===== src/rtl/mul8_acc.sv =====
`default_nettype none
// ============================================================================
// Module  : mul8_acc
// Brief   : Accumulates groups of 16-bit unsigned products from the 8x8
//           multiplier. A group closes after N_TERMS products or on in_last.
//           The result (sum, term count, overflow) is held until it is taken.
// Revision: 1.0 - initial release
// ============================================================================
module mul8_acc #(
  parameter int N_TERMS = 8,
  parameter int ACC_W   = 19,
  parameter int CNT_W   = 4
) (
  input  logic             clk,
  input  logic             rst_n,
  input  logic             clr,
  input  logic             in_valid,
  output logic             in_ready,
  input  logic [15:0]      in_data,
  input  logic             in_last,
  output logic             out_valid,
  input  logic             out_ready,
  output logic [ACC_W-1:0] out_data,
  output logic [CNT_W-1:0] out_count,
  output logic             out_ovf
);

  typedef enum logic [0:0] {
    S_ACC  = 1'b0,
    S_DONE = 1'b1
  } state_t;

  state_t             state_q;
  logic [ACC_W-1:0]   acc_q;
  logic [CNT_W-1:0]   cnt_q;
  logic               ovf_q;
  logic [ACC_W-1:0]   out_data_q;
  logic [CNT_W-1:0]   out_count_q;
  logic               out_ovf_q;

  logic [ACC_W:0]     sum_d;
  logic               ovf_d;
  logic [CNT_W-1:0]   cnt_d;
  logic               close_d;
  logic               xfer_d;

  // A flush cycle must never also accept a product.
  assign in_ready  = (state_q == S_ACC) && !clr;
  assign out_valid = (state_q == S_DONE);
  assign out_data  = out_data_q;
  assign out_count = out_count_q;
  assign out_ovf   = out_ovf_q;

  // Next accumulator value with the carry kept as an extra top bit.
  always_comb begin
    sum_d   = {1'b0, acc_q} + {{(ACC_W - 15){1'b0}}, in_data};
    ovf_d   = ovf_q | sum_d[ACC_W];
    cnt_d   = cnt_q + CNT_W'(1);
    close_d = in_last || (cnt_q == CNT_W'(N_TERMS - 1));
    xfer_d  = in_valid && in_ready;
  end

  // Group FSM: accumulate in S_ACC, hold the captured result in S_DONE.
  always_ff @(posedge clk or negedge rst_n) begin
    if (!rst_n) begin
      state_q     <= S_ACC;
      acc_q       <= '0;
      cnt_q       <= '0;
      ovf_q       <= 1'b0;
      out_data_q  <= '0;
      out_count_q <= '0;
      out_ovf_q   <= 1'b0;
    end else if (clr) begin
      // Result registers keep their last value; only the group is abandoned.
      state_q <= S_ACC;
      acc_q   <= '0;
      cnt_q   <= '0;
      ovf_q   <= 1'b0;
    end else begin
      case (state_q)
        S_ACC: begin
          if (xfer_d) begin
            if (close_d) begin
              state_q     <= S_DONE;
              out_data_q  <= sum_d[ACC_W-1:0];
              out_count_q <= cnt_d;
              out_ovf_q   <= ovf_d;
              acc_q       <= '0;
              cnt_q       <= '0;
              ovf_q       <= 1'b0;
            end else begin
              acc_q <= sum_d[ACC_W-1:0];
              cnt_q <= cnt_d;
              ovf_q <= ovf_d;
            end
          end
        end
        S_DONE: begin
          if (out_ready) begin
            state_q <= S_ACC;
          end
        end
        default: begin
          state_q <= S_ACC;
        end
      endcase
    end
  end

endmodule
`default_nettype wire


===== config.mk =====
export PLATFORM = sky130hd
export DESIGN_NAME = mul8_acc
export DESIGN_NICKNAME = d
export VERILOG_FILES = /design/src/rtl/mul8_acc.sv
export SDC_FILE = /design/constraint.sdc
export NUM_CORES = 1
export LEC_CHECK = 0
export ABC_AREA = 1
export ABC_CLOCK_PERIOD_IN_PS = 1700
export CAP_MARGIN = 5
export CORE_MARGIN = 4
export CORE_UTILIZATION = 48
export CTS_CLUSTER_DIAMETER = 100
export DETAILED_ROUTE_END_ITERATION = 7
export GPL_ROUTABILITY_DRIVEN = 1
export PLACE_DENSITY_LB_ADDON = 0.12
export SLEW_MARGIN = 25
export SYNTH_ARGS = -nofsm -noshare
export SYNTH_HDL_FRONTEND = slang
export SYNTH_SLANG_ARGS = --single-unit

===== constraint.sdc =====
create_clock -name clk -period 1.7 [get_ports clk]
set_input_delay 0.17 -clock clk [delete_from_list [all_inputs] [get_ports clk]]
set_output_delay 0.17 -clock clk [all_outputs]
set_load 0.005 [all_outputs]

# Word-level counts from Yosys, hierarchy flattened

Index checks and enable logic that the tools add are counted.

Register bits: 49
Bits of input ports: 22
Word-level logic and storage cells: 38
Output and inout port bits: 26

$add $sub $neg: 2
Reduce and logical (&&, ||, !) cells: 7
Bitwise operators: 3
Eq/ne operators: 2
Mux-type cells: 17

Operator list:

| cell                                                | count |
|---|---|
| two-way mux 19 bit                                  | 4 |
| adder 19 x 16 -> 20 bit                             | 1 |
| two-way mux 4 bit                                   | 4 |
| two-way mux 1 bit                                   | 8 |
| adder 4 x 1 -> 4 bit, second input constant         | 1 |
| equality test 4 x 3 -> 1 bit, second input constant | 1 |
| AND reduction 4 bit                                 | 1 |
| logical AND 1 bit                                   | 2 |
| != test 2 bit, second input constant                | 1 |
| NOT 1 bit                                           | 2 |
| case mux 1 bit (2 select lines)                     | 1 |
| AND reduction 2 bit                                 | 1 |
| nonzero test 2 bit                                  | 1 |
| zero test 1 bit                                     | 1 |
| logical OR 1 bit                                    | 1 |
| OR 1 bit                                            | 1 |

# Depth between registers and ports, before layout

Word-level depth: 6
Depth in mapped cells: 13
Mapped depth without buffers: 13

# Worst setup path after synthesis

No wires, ideal clock.

Path kind: reg2reg
Start: register acc_q[0]
End: register acc_q[8]
Period minus slack after synthesis: 1.751 ns
Data required time: 1.583 ns
Cell stages (with the launch flop): 10
Setup time: 0.117 ns
Data arrival time: 1.633 ns
Path slack: -0.051 ns
Buffers on the path: 0
Cell sequence: dfrtp_1 -> ha_1 -> fa_1 -> nand3_1 -> nand3_1 -> nand2_1 -> nand2_1 -> or2_1 -> nand3_1 -> nand2_1

Cells in the longest elaborated chain, start to end: 5

Ends and longest elaborated chain:

| element                 | RTL line | RTL |
|---|---|---|
| start, declared         | 34       | `logic [ACC_W-1:0] acc_q;` |
| start signal, assigned  | 92       | `acc_q <= sum_d[ACC_W-1:0];` |
| adder 19 x 16 -> 20 bit | 56       | `sum_d = {1'b0, acc_q} + {{(ACC_W - 15){1'b0}}, in_data};` |
| two-way mux 19 bit      | 83       | `if (close_d) begin` |
| two-way mux 19 bit      | 82       | `if (xfer_d) begin` |
| two-way mux 19 bit      | 80       | `case (state_q)` |
| two-way mux 19 bit      | 73       | `end else if (clr) begin` |

Every way passes these cells. The select of a mux whose other input is x is not followed.
A chain may end at the register's enable or synchronous reset.

# Worst setup path in the final report

Ends and elaborated chain as after synthesis.

==> metrics.csv <==
metric,value,unit
yosysWarnings,0,
hold_class,primary input to async pin,
maxCapViolations,0,
instances_no_fill,530,
grt.overflow.total,0,
slowest_stage,dfrtp_1,
io_buffers,47,
clock_path_buffers,2,
hold_viol_final,0,
cts_tree,yes,
start_util,0.4947,
drv_slew,0,
cts_buffers,5,
r2r_slack,-0.01,ns
die-area,7416,um2
vias,2697,
worstReg2RegEnd,acc_q[8],
route.detailed.drc,0,
die_h,86.12,um
cpMostUsedCell,nand3_2,
netlist_instances,377,
insertion_delay,0.31,ns
die_w,86.12,um
rr_worst_depth,9,
avgSynthCellArea,7.769,um2
final_area,4110,um2
path_buf_inv,0,
yosysUniqueCellTypes,30,
wirelength,7.646,mm
power,3.150,mW
critPathKind,register to register,
synthSimpleGateAreaFrac,0.3315,
post-route-period-util,1.007,
synth-compound-area-share,0.08757,
critPathMaxStageDelay,0.39,ns
final_util,0.6942,
fin_skew,0.01309,ns
vias_per_cell,5.089,
grt_pass1_wl,12.54,mm
grt_max_degree,36,
irDropWorstVdd,0.0004661,V
num_antenna_cells,0,
clk_pin_slew,0.10,ns
synthesis.nets,417,
worst_slew_pin_slew,0.5246,ns
synth_seq_area_share,0.4186,
critPathCaptureType,register,
hpwl,5.359,mm
powerDensity,766.4,nW/um2
violations,setup timing,
placedCellCount,519,
whs,0.3516,ns
crit_family,simple AND/OR/NAND/NOR gates,
synth_top_family_by_area,simple AND/OR/NAND/NOR gates,
critPathArrivalTime,1.91,ns
cts-root-buf,clkbuf_8,
drt_first_pass_iters,4,
syn_to_final_growth,40.32,%
postRouteAntennaNets,0,
postPlaceCellArea,3662,um2
status,"finished, violations left",
cts.sinks,49,
drtIter0Drc,166,
finalSetupViolations,2,
n_fill_cell,488,
gp_congestion,0.8767,
fin_tns_setup,-0.01196,ns
track_usage,0.2107,
core,5921,um2
crit_path_max_fanout,4,
drive_above_1_share,0.2527,
cp.required,1.90,ns
leakagePower,1.973,nW
timing.rr.start,acc_q[0],
ios,48,
max_clock_freq,0.5843,GHz
first_global_vias,2706,
synthMuxAreaShare,0,
setup_slack,-0.01133,ns
rows,28,
ys_ff_latch,49,
htreeDepth,2,
final_nets,494,
path_cells,ha_2 -> fa_2 -> nand3_2 -> nand3_2 -> nand2_2 -> nand2_4 -> or2_4 -> nand3_1 -> nand2_1,
avgRoutedWirePerCell,14.43,um
synthAdderAreaFrac,0.07945,
slew_headroom,0.6503,
finalCriticalPeriod,1.711,ns
dp_slack,-0.3230,ns
synth-xor-area-share,0.02392,
startpoint_type,register,
antenna_found_initial,0,
syn-cell-area,2929,um2
rsz0062_at_grt,yes,
critPathLaunch,acc_q[0],
sequential cells by signal, summed over array words and instances (netlist names):
signal,cells
acc_q,19
out_data,19
cnt_q,4
out_count,4
out_ovf,1
out_valid,1
ovf_q,1
layout by cell type, fill, tap and decap left out, types with 5 or more instances in the layout:
cell type | Yosys | final
a21oi_1 | 15 | 5
a21oi_2 | 1 | 11
buf_4 | 0 | 28
clkbuf_8 | 0 | 5
clkdlybuf4s50_1 | 0 | 46
dfrtp_1 | 49 | 49
ha_4 | 0 | 13
inv_1 | 26 | 26
nand2_1 | 143 | 126
nand2_2 | 8 | 21
nand3_1 | 26 | 24
nand3_2 | 5 | 5
nand3b_1 | 7 | 7
nor2_1 | 20 | 15
nor2_2 | 2 | 6
o21ai_0 | 15 | 14
o21ai_1 | 10 | 10
xor2_1 | 5 | 5
metal layers:
layer,share of wire,track usage,vias up,wire length [um]
li1,-,-,1374,-
met1,0.47,0.2917,1249,3626
met2,0.47,0.3476,66,3570
met3,0.047,0.03458,8,359
met4,0.012,0.04460,0,90
met5,0,0,-,0
worst register-to-register path: stages (launching register included):
cell and delay, ns:
dfrtp_1 0.39, ha_2 0.18, fa_2 0.37, nand3_2 0.08
nand3_2 0.08, nand2_2 0.09, nand2_4 0.07, or2_4 0.24
nand3_1 0.06, nand2_1 0.05
how the worst max path moves through the flow:
stage                         to  slack, ns  depth (start not counted)
floorplan               acc_q[8]       0.01                          9
global placement    out_data[12]      -0.29                         11
detailed placement  out_data[12]      -0.32                         11
CTS                     acc_q[8]      -0.05                          9
global route            acc_q[8]      -0.11                          9
finish                  acc_q[8]      -0.01                          9
cell type report:
cell class	instances	area [um2]	share of cell area
flip-flops and latches	49	1226	0.2983
clock buffers	5	68.82	0.01674
clock inverters	3	17.52	0.004262
inverters	29	111.4	0.02709
multi-input cells	291	1867	0.4542
well taps	75	93.84	0.02283
repair buffers	78	725.7	0.1766
cells by family after synthesis:
kind of cell / Yosys count
simple gates: 220
flops: 49
compound gates: 45
buf+inv: 37
fa+ha+maj: 18
xor+xnor: 8
report_power, final:
group,switching (mW),internal [mW]
Clock,0.417,0.285
Sequential,0.0892,1.30
Combinational,0.496,0.561
Total,1.00,2.15
cell usage after synthesis:
master / n / area, um2
xor2_1: 5 / 43.79
dfrtp_1: 49 / 1226
nor4_1: 2 / 12.51
fa_1: 1 / 20.02
buf_2: 3 / 15.01
a31oi_4: 1 / 21.27
o21ai_0: 15 / 75.07
a22o_1: 1 / 8.760
inv_1: 26 / 97.59
o31ai_1: 1 / 7.510
xnor2_1: 3 / 26.28
clkbuf_1: 1 / 3.750
o21ai_1: 10 / 50.05
nand3b_1: 7 / 52.55
a21oi_2: 1 / 8.760
buf_6: 4 / 45.04
nor3_1: 2 / 10.01
nand2_1: 143 / 536.8
nand3_2: 5 / 50.05
ha_1: 17 / 212.7
a21oi_1: 15 / 75.07
nor2_2: 2 / 12.51
nor2_1: 20 / 75.07
inv_2: 3 / 11.26
and2_1: 1 / 6.260
nor2_4: 2 / 22.52
nand3_1: 26 / 130.1
nand2_2: 8 / 50.05
a32o_1: 1 / 10.01
or2_1: 2 / 12.51
what timing repair did:
item / CTS / global route
setup endpoints to repair: 34 / 30
resized for setup: 19 / 49
pin swaps: 11 / 14
hold endpoints to repair: 20 / 0
setup buffers: 0 / 2
hold buffers: 1 / 0
No activity file was read; power rests on OpenSTA's default activity.
